<file path="src/rtl/bcd_conv_arbiter.sv">
// Round-robin arbiter that time-shares one iterative binary-to-BCD converter
// between NUM_REQ requesters and returns each result tagged with its requester.
module bcd_conv_arbiter #(
  parameter int NUM_REQ    = 4,
  parameter int BIN_WIDTH  = 32,
  parameter int NUM_DIGITS = 10,
  parameter int TIMEOUT    = 1024
) (
  input  logic                          clk,
  input  logic                          rst,
  input  logic [NUM_REQ-1:0]            req_valid,
  output logic [NUM_REQ-1:0]            req_ready,
  input  logic [NUM_REQ*BIN_WIDTH-1:0]  req_bin,
  output logic                          res_valid,
  input  logic                          res_ready,
  output logic [$clog2(NUM_REQ)-1:0]    res_id,
  output logic [NUM_DIGITS*4-1:0]       res_bcd,
  output logic                          res_err,
  output logic                          conv_load,
  output logic [BIN_WIDTH-1:0]          conv_bin,
  input  logic                          conv_done,
  input  logic [NUM_DIGITS*4-1:0]       conv_bcd
);

  localparam int ID_W  = $clog2(NUM_REQ);
  localparam int CNT_W = $clog2(TIMEOUT);
  localparam logic [CNT_W-1:0] LAST_CNT = CNT_W'(TIMEOUT - 1);
  localparam logic [ID_W-1:0]  LAST_ID  = ID_W'(NUM_REQ - 1);

  typedef enum logic [1:0] {IDLE, LOAD, WAIT, RESP} stateT;

  stateT                state;
  logic [ID_W-1:0]      rrPtr;
  logic [CNT_W-1:0]     waitCnt;
  logic                 grantFound;
  logic [ID_W-1:0]      grantIdx;
  logic [BIN_WIDTH-1:0] grantBin;

  function automatic int wrapIdx(input logic [ID_W-1:0] base, input int off);
    return (int'(base) + off) % NUM_REQ;
  endfunction

  // NOTE: scanning from the farthest offset down lets the last hit, i.e. the
  // one closest to rrPtr, win; every variable gets a default so no latch forms.
  always_comb begin
    grantFound = 1'b0;
    grantIdx   = '0;
    grantBin   = '0;
    for (int k = NUM_REQ - 1; k >= 0; k--) begin
      if (req_valid[wrapIdx(rrPtr, k)]) begin
        grantFound = 1'b1;
        grantIdx   = ID_W'(wrapIdx(rrPtr, k));
        grantBin   = req_bin[wrapIdx(rrPtr, k)*BIN_WIDTH +: BIN_WIDTH];
      end
    end
  end

  // Accept is combinational so the requester sees it in its request cycle.
  always_comb begin
    req_ready = '0;
    if (state == IDLE && grantFound && !rst)
      req_ready[grantIdx] = 1'b1;
  end

  // NOTE: state uses non-blocking assignments only; the async reset clears every
  // register so an aborted conversion leaves nothing behind.
  always_ff @(posedge clk or posedge rst) begin
    if (rst) begin
      state     <= IDLE;
      rrPtr     <= '0;
      waitCnt   <= '0;
      res_id    <= '0;
      res_bcd   <= '0;
      res_err   <= 1'b0;
      res_valid <= 1'b0;
      conv_load <= 1'b0;
      conv_bin  <= '0;
    end else begin
      conv_load <= 1'b0;
      case (state)
        IDLE: begin
          if (grantFound) begin
            res_id    <= grantIdx;
            conv_bin  <= grantBin;
            conv_load <= 1'b1;
            state     <= LOAD;
          end
        end
        LOAD: begin
          waitCnt <= '0;
          state   <= WAIT;
        end
        WAIT: begin
          waitCnt <= waitCnt + 1'b1;
          // A completion on the final cycle still counts as success.
          if (conv_done) begin
            res_bcd   <= conv_bcd;
            res_err   <= 1'b0;
            res_valid <= 1'b1;
            state     <= RESP;
          end else if (waitCnt == LAST_CNT) begin
            res_bcd   <= '0;
            res_err   <= 1'b1;
            res_valid <= 1'b1;
            state     <= RESP;
          end
        end
        RESP: begin
          if (res_ready) begin
            res_valid <= 1'b0;
            rrPtr     <= (res_id == LAST_ID) ? '0 : res_id + 1'b1;
            state     <= IDLE;
          end
        end
        default: state <= IDLE;
      endcase
    end
  end

endmodule

</file>
<file path="config.mk">
export PLATFORM = sky130hd
export DESIGN_NAME = bcd_conv_arbiter
export DESIGN_NICKNAME = d
export VERILOG_FILES = /design/src/rtl/bcd_conv_arbiter.sv
export SDC_FILE = /design/constraint.sdc
export NUM_CORES = 1
export LEC_CHECK = 0
export BUFFER_PORTS_ARGS = -buffer_cell sky130_fd_sc_hd__buf_4
export CELL_PAD_IN_SITES_DETAIL_PLACEMENT = 1
export CELL_PAD_IN_SITES_GLOBAL_PLACEMENT = 2
export CORE_MARGIN = 2
export CORE_UTILIZATION = 28
export CTS_CLUSTER_DIAMETER = 40
export DETAILED_ROUTE_END_ITERATION = 7
export GPL_ROUTABILITY_DRIVEN = 0
export MAX_ROUTING_LAYER = met4
export PLACE_DENSITY = 0.78
export SLEW_MARGIN = 20
export SYNTH_ARGS = -nofsm -noshare
export SYNTH_HDL_FRONTEND = slang
export SYNTH_SLANG_ARGS = --single-unit
</file>
<file path="constraint.sdc">
create_clock -name clk -period 3.7 [get_ports clk]
set_clock_uncertainty 0.2 [all_clocks]
set_input_delay 0.555 -clock clk [delete_from_list [all_inputs] [get_ports clk]]
set_output_delay 0.555 -clock clk [all_outputs]
set_load 0.1 [all_outputs]
</file>
# ---- Yosys cells after proc, flatten, opt, wreduce, memory -nomap -nowiden
# Index checks and enable logic that the tools add are counted.
dict set report word_totals {
  inputBits 176
  register_bits 91
  output_inout_bits 81
  wordCells 93
}
dict set report classes {
  eq_ne 8
  n_addsub 5
  mux 42
  n_bitwise 3
  shifts 4
  order_cmp 6
  n_reduce_logical 16
}
# cell count
set op_table {}
lappend op_table {{$shiftx A128 B8 Y32} 4}
lappend op_table {{$mux W32} 4}
lappend op_table {{$mux W40} 2}
lappend op_table {{$pmux W10 S2} 1}
lappend op_table {{$mux W1} 18}
lappend op_table {{$mux W2} 9}
lappend op_table {{$lt A3 B4 Y1 const B} 3}
lappend op_table {{$add A10 B1 Y10 const B} 1}
lappend op_table {{$eq A10 B10 Y1 const B} 1}
lappend op_table {{$bmux W1 S2} 4}
lappend op_table {{$pmux W2 S4} 1}
lappend op_table {{$eq A2 B2 Y1 const B} 3}
lappend op_table {{$lt A2 B3 Y1 const B} 2}
lappend op_table {{$reduce_and A2 Y1} 3}
lappend op_table {{$reduce_and A3 Y1} 2}
lappend op_table {{$reduce_bool A2 Y1} 3}
lappend op_table {{$reduce_or A2 Y1} 3}
lappend op_table {{$add A2 B1 Y2 const B} 2}
lappend op_table {{$add A2 B2 Y2 const B} 2}
lappend op_table {{$mux W4} 1}
lappend op_table {{$ne A2 B2 Y1 const B} 2}
lappend op_table {{$and A1 B1 Y1 const A} 3}
lappend op_table {{$logic_and A1 B1 Y1} 3}
lappend op_table {{$ne A3 B3 Y1 const B} 1}
lappend op_table {{6 further kinds} 6}

# ---- Longest topological paths before layout
# Gate-level depths: netlist of the first run.
dict set report depth {
  ltp_word 15
  mapped_depth 9
  ltp_nobuf 7
}

# ---- Worst setup path before layout of the first run
# OpenSTA, ideal clock, no wires.
dict set report synth_path {
  path_type {flip-flop to output port}
  from {reg rrPtr[1]}
  to {out req_ready[2]}
  stages_incl_launch_ff 7
  required_ns 2.945
  n_path_buf 4
  path_slack_ns -1.494
  t_arrival_ns 4.439
  path_cell_list {dfrtp_1 buf_6 buf_4 buf_4 buf_2 o221ai_1 nor4b_1}
}
dict set report synth_between {
  elab_chain_cells 13
  word_cells_on_any_way 30
  classes_between {add/sub: 3; order compare: 2; mux: 22; reduce/logical: 3}
}
# element line_no
set synth_rtl {}
lappend synth_rtl {{from (decl)} 33} ;# logic [ID_W-1:0] rrPtr;
lappend synth_rtl {{from (signal assigned)} 111} ;# rrPtr <= (res_id == LAST_ID) ? '0 : res_id + 1'b1;
lappend synth_rtl {{$add A2 B2 Y2} 40} ;# return (int'(base) + off) % NUM_REQ;
lappend synth_rtl {{$bmux W1 S2} 50} ;# if (req_valid[wrapIdx(rrPtr, k)]) begin
lappend synth_rtl {{$mux W1 (implied by the code) (2 in series)} 50}
lappend synth_rtl {{$mux W2 (4 in series)} 50}
lappend synth_rtl {{$lt A2 B3 Y1 (implied by the code) / $ge A2 B1 Y1 (equally long branches)} 62} ;# req_ready[grantIdx] = 1'b1;
lappend synth_rtl {{$logic_and A1 B1 Y1 (implied by the code)} 62}
lappend synth_rtl {{$mux W1 (implied by the code)} 62}
lappend synth_rtl {{$demux W1 S2} 62}
lappend synth_rtl {{$mux W4 (*)} 61} ;# if (state == IDLE && grantFound && !rst)
lappend synth_rtl {{to (decl)} 12} ;# output logic [NUM_REQ-1:0] req_ready,
# Every way passes the cells marked *; elsewhere a longest branch is shown, timed or not. The select of a mux whose other input is x is not followed.

# ---- Worst setup path after layout of the first run
dict set report layout_path {
  from {reg rrPtr[0]}
  to {out req_ready[2]}
}
# The elaborated chain is that of the path after synthesis.

==> metrics.txt, run 1 <==
status=complete, no violations; Post-CTS Setup Inserts=0; drt initial violations=507; core area=27900 um^2; max-slew violation count=0; crit path DAT=2.56 ns; CTS tree=done; Global Route Usage Sum=19.0%; CP endpoint kind=output port; Power Density=1030 nW/um^2; net count after synthesis=1015; Vias/cell=5.37; Placed Cells=1404; number of port buffers=256; Fillers=3232; H-tree Lvls=3; Critical Path Start=rrPtr[0]$_DFFE_PP0P_; Post-Syn Instances=833; GRT overflow=0; HPWL after detailed placement=19800 um; Tightest Pin Transition=0.819 ns; crit path max fanout=33; cts hold-fix bufs=0; mean post-synth cell area=9.54 um^2; nets=1219; initial antenna violation count=1; Core Rows=61; Post-DRT Antenna Nets=0; Hold Crit Class=input port to asynchronous set/reset pin; largest net degree at the start of global routing=95; first-pass GRT wire length=43000 um; switching component of the power=0.00629 W; vias in the first global route=7680; final setup vio count=0; Post-Layout Cell Count=1421; Hold Vio Cnt, Final=0; die width=172 um; Ys Warns=0; die area=29800 um^2; Critical R2R Launch=rrPtr[0]$_DFFE_PP0P_; top cells by area, synth=dfrtp_1 (29%), mux4_2 (21%), mux2i_1 (8.2%); Initial Utilization=28.5%; Power Total=0.0107 W; root buffer cell=clkbuf_16; CTS Sinks=91; PostCTS Resize Cnt=0; Internal=0.00443 W; share of layout cells above drive strength 1=36.5%; total CTS buffers=9; Comb pwr share=73.7%; final period demand of the worst path=3.31 ns; static leakage=4.67 nW; R2R setup slack=0.91 ns; Max Fclk=302 MHz; RSZ-0062 raised after global routing=false; top-area cell type share of the netlist area=28.6%; Routed WL=28000 um; number of max-cap violations=0; die height=172 um; Required @ worst endpoint=2.94 ns; Yosys reg bits=91; Max clock buf depth=2; Peak VDD IR=465 uV; asr flop ratio synth=100%; cell taking the most area after synthesis=dfrtp_1; number of synthesized flops with an enable pin=0; CP Launch Type=register; Seq pwr share=17.4%; Layout Area Growth over Synthesis=30.5%; synthesized area=7950 um^2; post-route DRC violation count=0; post-route clock period utilization=89.5%; vias post-DR=7626; drt wl/cell=19.7 um; clk_lat worst skew=0.34 ns; clock network fraction of total power=8.9%; io pins=257; CP Class=register to output port; Pre-antenna DRT Iters=5; Slew headroom=45.4%; Yosys cell types=52; switching share of power=58.6%; top_reg_cell synth=dfrtp_1; register area share after synthesis=28.6%; clock-pin slew on the worst setup and hold paths=0.08 ns
## final timing paths
kind / to / cells after the start
max in group asynchronous: waitCnt[0]$_DFFE_PP0P_ / 4
setup reg to reg: conv_bin[13]$_DFFE_PP0P_ / 6
setup / recovery: req_ready[2] / 5
hold / removal: conv_bin[12]$_DFFE_PP0P_ / 3
min in group clk: res_bcd[27]$_DFFE_PP0P_ / 3
hold reg to reg: res_bcd[10]$_DFFE_PP0P_ / 2
## power groups by stage
stage                     registers, W  clock network, W  logic (W)
after floorplan                0.00457                 0    0.00363
after global placement         0.00188                 0    0.00786
after detailed placement       0.00189                 0    0.00796
after CTS                      0.00188           0.00101    0.00797
after global routing           0.00194           0.00102    0.00844
final                          0.00187          0.000958    0.00790
## routing by layer
metal / up-vias / wire length [um] / GRT usage, % / share of wire, %
met5: - / 0 / - / 0
met4: 0 / 354 / 4.53 / 1.3
met3: 20 / 2090 / 3.96 / 7.5
met2: 267 / 13200 / 30.5 / 47
met1: 3781 / 12400 / 24.6 / 44
li1: 3558 / - / - / -
## synthesized netlist by cell type (all sizes together), types with 15 or more instances
cell	count
mux2i	65
dfrtp	91
o21ai	74
o221ai	31
mux4	75
nand2	156
nand3	45
o22ai	34
clkbuf	32
buf	50
a21oi	15
inv	47
## sequential cells by signal, indices dropped and copies added (netlist names)
signal,cells
conv_bin,32
conv_load,1
res_bcd,40
res_err,1
res_id,2
res_valid,1
rrPtr,2
state,2
waitCnt,10
## kinds of logic (layout without fill, tap and decap cells)
logic type	count (synthesis)	after routing	share of synthesized area (%)
AO/OA/AOI/OAI	201	201	16.8
XOR/XNOR	4	4	0.441
adder cells (fa/ha/maj)	6	6	0.944
buffers and inverters	129	338	8.36
flip-flops	91	91	28.6
multiplexers	142	142	29.7
other	0	1	0
AND/OR/NAND/NOR	260	260	15.0
## cells in the final DEF, fill, tap and decap left out, types with 3 or more instances in the layout
cell type   instances
a22oi_1             9
o221ai_1           31
nor3_1             10
mux4_2             75
buf_4             274
o21ai_0            58
clkbuf_16           9
clkinvlp_4          3
inv_1              44
nor2_1             10
nand3_1            45
o22ai_1            34
mux2i_1            65
ha_1                5
nand2_1           156
o21ai_1            15
a2bb2oi_1          13
dfrtp_1            89
nand2b_1            3
nor2b_1            12
a222oi_1           14
a21oi_1            15
## critical path, stage by stage, from the launching register on
cell,delay [ns]
dfrtp_4,0.65
nor2_1,0.23
a21oi_1,0.07
o221ai_1,0.58
nor4b_2,0.33
buf_4,0.35
## area by class of cell
cell class | count | area [um^2] | share of cell area, %
clock inverter | 5 | 62.6 | 0.603
timing repair buffer | 275 | 2080 | 20.0
clock buffer | 11 | 233 | 2.24
tap | 378 | 473 | 4.56
inverter | 47 | 180 | 1.74
multi-input combinational | 613 | 5060 | 48.8
antenna | 1 | 2.50 | 0.0241
sequential | 91 | 2280 | 22.0
## per-stage QoR
step / cell area [um^2] / TNS, ns / setup WS [ns] / util, % / hold WS [ns]
4_1_cts: 10400 / 0 / 0.346 / 37.2 / 0.202
6_report: 10400 / 0 / 0.389 / 37.2 / 0.197
5_1_grt: 10400 / 0 / 0.203 / 37.2 / 0.225
3_3_place_gp: 10100 / 0 / 0.752 / 36.2 / 0.250
2_1_floorplan: 7990 / -0.314 / -0.314 / - / 0.269
3_5_place_dp: 10100 / 0 / 0.700 / 36.2 / 0.258
Note: power is estimated with default switching activity, not from simulation.
==> inputs of run 2 (changes only) <==
Settings changed: GPL_TIMING_DRIVEN from default to 0.
==> run 2 against run 1 <==
Sequential cell count stayed put; global-route usage is 3.7 points higher; clock-buffer cell count shrank 1; highest routed layer unchanged.
==> metrics.txt, run 2 (same netlist as run 1, synthesis figures left out) <==
status=complete, no violations; last element of the critical path=req_ready[2]; largest net degree at the start of global routing=23; Finished Cell Area=10800 um^2; HPWL after detailed placement=24900 um; Placed Cells=1470; Vias/cell=5.49; number of max-cap violations=0; Seq pwr share=15.1%; Critical Path Start=rrPtr[1]$_DFFE_PP0P_; critical path depth in cells=7; root buffer cell=clkbuf_16; CP max stage delay=0.45 ns; crit-path most repeated cell=buf_4; initial antenna violation count=2; nets=1285; number of flip-flops in the largest register=40; Hold Crit Class=input port to asynchronous set/reset pin; Post-DP Area=10500 um^2; R2R setup slack=1.16 ns; RSZ-0062 raised after global routing=false; Global Route Usage Sum=22.7%; clk_lat worst skew=0.36 ns; core area=27900 um^2; Tightest Pin Transition=0.799 ns; crit path max fanout=10; reg2reg path depth=8; switching component of the power=0.00673 W; Required @ worst endpoint=2.94 ns; clock-pin slew on the worst setup and hold paths=0.08 ns; total CTS buffers=9; vias in the first global route=8560; Critical R2R Launch=rrPtr[0]$_DFFE_PP0P_; crit path max-delay cell type=o221ai_2; die height=172 um; Reg2Reg Capture Point=conv_bin[1]$_DFFE_PP0P_; most frequent cells in the layout=buf_4 (265), nand2_1 (156), dfrtp_1 (91), mux4_2 (75), mux2i_1 (65); Hold Vio Cnt, Final=0; PostCTS Resize Cnt=2; Initial Utilization=28.5%; area of the multi-input gates=5060 um^2; CP Class=register to output port; Seq. cell area=2280 um^2; Post-CTS Setup Inserts=0; post-route clock period utilization=93.5%; crit path buf inv count=5; Most flops, register=res_bcd; Routed WL=33200 um; most common cell after layout, fill and taps aside=buf_4; switching share of power=59.4%; die area=29800 um^2; Power Density=1050 nW/um^2; Layout Area Growth over Synthesis=35.7%; Post-Layout Cell Count=1488; Core Rows=61; post-route DRC violation count=0; crit-path cells=buf_6 -> buf_4 -> buf_4 -> buf_2 -> o221ai_2 -> nor4b_2 -> buf_4; Internal=0.00461 W; GRT overflow=0; Slew headroom=46.5%; CP top delay family=buffers and inverters; vias post-DR=8176; drt wl/cell=22.3 um; clock network fraction of total power=8.7%; H-tree Lvls=3; share of layout cells above drive strength 1=37.2%; Max clock buf depth=2; cts hold-fix bufs=0; CTS Sinks=91; Post-DRT Antenna Nets=0; Comb pwr share=76.2%; final period demand of the worst path=3.46 ns; CP endpoint kind=output port; Pre-antenna DRT Iters=5; drt initial violations=702; first-pass GRT wire length=49700 um; largest registers=res_bcd (40), conv_bin (32), waitCnt (10); CTS tree=done; crit path DAT=2.71 ns; max-slew violation count=0; final setup vio count=0; number of port buffers=255; Fillers=3261; die width=172 um; io pins=257; static leakage=4.90 nW; CP Launch Type=register; Peak VDD IR=545 uV; Max Fclk=289 MHz
-- run 2: changes by cell type in the layout (fill, tap and decap cells not counted), sizes merged --
| cell | previous run | this run |
|---|---|---|
| buf | 275 | 309 |
| clkbuf | 11 | 42 |
| inv | 47 | 50 |
| bufinv | 1 | 0 |
| clkinvlp | 3 | 2 |
| diode | 1 | 2 |
-- run 2: metrics by stage --
step / TNS [ns] / util [%] / hold WS [ns] / setup WS (ns) / power (W)
CTS: 0 / 38.7 / 0.0728 / 0.230 / 0.0114
global placement: -0.757 / 37.2 / 0.252 / -0.757 / 0.0103
detailed placement: 0 / 37.6 / 0.259 / 0.132 / 0.0104
global route: 0 / 38.7 / 0.0898 / 0.124 / 0.0120
finish: 0 / 38.7 / 0.0674 / 0.239 / 0.0113
floorplan: -0.314 / - / 0.269 / -0.314 / 0.00820
-- run 2: cell type report --
type                       instances  area share (%)
multi-input combinational        613            46.9
sequential                        91            21.1
timing repair buffer             259            18.7
buffer                            82            4.52
tap                              378            4.38
clock buffer                      10            2.22
inverter                          47            1.67
clock inverter                     6           0.499
antenna                            2          0.0464
-- run 2: worst min-delay path by stage --
stage / endpoint / startpoint / slack, ns
2_1_floorplan: waitCnt[8]$_DFFE_PP0P_ / waitCnt[8]$_DFFE_PP0P_ / 0.27
4_1_cts: conv_bin[3]$_DFFE_PP0P_ / rst / 0.07
5_1_grt: conv_bin[3]$_DFFE_PP0P_ / rst / 0.09
3_5_place_dp: res_bcd[35]$_DFFE_PP0P_ / res_bcd[35]$_DFFE_PP0P_ / 0.26
6_report: conv_bin[3]$_DFFE_PP0P_ / rst / 0.07
3_3_place_gp: res_bcd[36]$_DFFE_PP0P_ / res_bcd[36]$_DFFE_PP0P_ / 0.25
-- run 2: power by group through the flow --
stage               logic, W  registers [W]  clock network (W)
detailed placement   0.00867        0.00173                  0
global route         0.00915        0.00177            0.00105
finish               0.00864        0.00171           0.000984
global placement     0.00855        0.00173                  0
CTS                  0.00868        0.00171            0.00100
floorplan            0.00363        0.00457                  0
-- run 2: layer usage --
metal / global-route usage (%) / vias to the layer above / wire length, um
li1: - / 3700 / -
met1: 28.7 / 4094 / 14500
met2: 37.2 / 327 / 15600
met3: 4.05 / 55 / 2410
met4: 6.61 / 0 / 662
met5: - / - / 0
==> inputs of run 3 (changes only) <==
Settings changed: ABC_AREA from default to 1, CORE_UTILIZATION 28 to 23.
==> run 3 against run 2 <==
Hold slack worse by 0.014 ns; design area down 3.2%; die area up 16%; sequential cell count unchanged; via count up 19%; area after synthesis down 4.7%; critical path type unchanged.
==> metrics.txt, run 3 <==
status=complete, no violations; Fillers=4283; Vias/cell=4.80; count leader, synth=nand2_1; Synth Area in XOR/XNOR=0.231%; Global Route Usage Sum=22.9%; PostCTS Resize Cnt=0; number of port buffers=255; Hold Crit Class=input port to asynchronous set/reset pin; share of layout cells above drive strength 1=21.2%; Required @ worst endpoint=2.94 ns; drt initial violations=519; clock-pin slew on the worst setup and hold paths=0.08 ns; largest family of logic cells by synthesized area=simple AND/OR/NAND/NOR gates; top-area cell type share of the netlist area=30.0%; Ys Warns=0; Routed WL=38300 um; Post-CTS Setup Inserts=0; final setup vio count=0; die width=186 um; root buffer cell=clkbuf_16; CP Launch Type=register; top cells by area, synth=dfrtp_1 (30%), nand2_1 (23%), o21ai_0 (16%); CP Class=register to output port; post-synthesis simple-gate area fraction=38.1%; drt wl/cell=18.9 um; number of synthesized flops with an enable pin=0; Post-Syn Instances=1311; Hold Vio Cnt, Final=0; most frequent cells after synthesis=nand2_1 (469), o21ai_0 (242), nor2_1 (173); core area=32500 um^2; most common cell after layout, fill and taps aside=nand2_1; Layout Area Growth over Synthesis=37.8%; H-tree Lvls=3; die height=186 um; Yosys reg bits=91; CTS Sinks=91; CP endpoint kind=output port; Max Fclk=292 MHz; Initial Utilization=23.4%; GRT overflow=0; crit path max fanout=10; total CTS buffers=9; first-pass GRT wire length=58000 um; initial antenna violation count=0; Slew headroom=47.1%; cell taking the most area after synthesis=dfrtp_1; setup_tns=0 ns; Yosys cell types=30; Tightest Pin Transition=0.794 ns; io pins=257; post-route clock period utilization=92.6%; HPWL after detailed placement=29600 um; crit path DAT=2.67 ns; top_reg_cell synth=dfrtp_1; nets=1762; die area=34400 um^2; adder-cell share of the synthesized area=0.991%; number of max-cap violations=0; max-slew violation count=0; Most flops, register=res_bcd; net count after synthesis=1493; most frequent cells in the layout=nand2_1 (469), buf_4 (263), o21ai_0 (242), nor2_1 (172), dfrtp_1 (91); Synth Area in Compound Gates=20.5%; synthesized area=7580 um^2; Max clock buf depth=2; register area share after synthesis=30.0%; post-synthesis mux area share=0%; CTS tree=done; Antenna Cells=0; final period demand of the worst path=3.43 ns; Core Rows=66; asr flop ratio synth=100%; mean post-synth cell area=5.78 um^2; vias post-DR=9730; Post-DRT Antenna Nets=0; largest registers=res_bcd (40), conv_bin (32), waitCnt (10); number of flip-flops in the largest register=40; clk_lat worst skew=0.37 ns; Pre-antenna DRT Iters=7; largest net degree at the start of global routing=32; RSZ-0062 raised after global routing=false; cts hold-fix bufs=0; vias in the first global route=9901; post-route DRC violation count=0
run 3: cell count changes in the layout (fill, tap and decap cells not counted), moves of 29 or more:
cell / delta
o221ai_1: -29
o21ai_0: +184
nand2_1: +313
mux4_2: -75
o22ai_1: -33
mux2i_1: -65
nor2_1: +162
inv_1: +35
run 3: metal layers:
metal / up-vias / share of wire (%) / global-route usage, %
li1: 4734 / - / -
met2: 252 / 47 / 37.3
met3: 59 / 3.8 / 2.37
met4: 0 / 2.9 / 7.59
met5: - / 0 / -
met1: 4685 / 46 / 29.7
run 3: worst max-delay path, cell delays in order (launching register included):
cell and delay (ns):
dfrtp_1 0.38, buf_6 0.15, inv_4 0.13, nand2_1 0.07, nand2_1 0.28, nand2_1 0.18, nand2_1 0.09, inv_1 0.04
a21oi_1 0.42, nor3b_2 0.25, buf_4 0.31
run 3: kinds of logic (layout without fill, tap and decap cells):
group	after synthesis	count (layout)
compound gates	305	305
xor+xnor	2	2
fa+ha+maj	6	6
buf+inv	178	452
flops	91	91
simple gates	729	729
run 3: worst paths after layout:
kind                                     startpoint                  endpoint  slack, ns  cells after the start
min reg2reg                conv_bin[24]$_DFFE_PP0P_  conv_bin[24]$_DFFE_PP0P_       0.29                      2
max                            rrPtr[0]$_DFFE_PP0P_              req_ready[0]       0.27                     10
max reg2reg                    rrPtr[0]$_DFFE_PP0P_   conv_bin[3]$_DFFE_PP0P_       1.20                     10
min                                             rst  conv_bin[21]$_DFFE_PP0P_       0.05                      2
min in group clk                        conv_bcd[3]    res_bcd[3]$_DFFE_PP0P_       0.25                      3
max in group asynchronous                       rst   conv_bin[3]$_DFFE_PP0P_       2.47                      4
run 3: cell type report:
class                           count  area [um^2]  share of cell area, %
Tap cell                          442          553                   5.30
Buffer                             93          440                   4.22
Multi-Input combinational cell   1042         4560                   43.6
Timing Repair Buffer              258         1980                   19.0
Sequential cell                    91         2280                   21.8
Clock inverter                      7         81.3                  0.779
Clock buffer                        9          225                   2.16
Inverter                           85          325                   3.12
run 3: per-stage QoR:
| step | hold slack [ns] | util [%] | instance area [um^2] | setup WS, ns | std cells |
|---|---|---|---|---|---|
| 2_1_floorplan | 0.272 | - | 7600 | -0.222 | 1311 |
| 3_3_place_gp | 0.267 | 31.0 | 10100 | -0.866 | 2008 |
| 4_1_cts | 0.0595 | 32.2 | 10400 | 0.258 | 2027 |
| 6_report | 0.0535 | 32.2 | 10400 | 0.274 | 2027 |
| 5_1_grt | 0.0868 | 32.2 | 10400 | 0.102 | 2027 |
| 3_5_place_dp | 0.269 | 31.2 | 10100 | 0.610 | 2011 |
Power of run 3 is not shown: default switching activity piles up to over one toggle a cycle in this logic, so the estimate is an artifact.
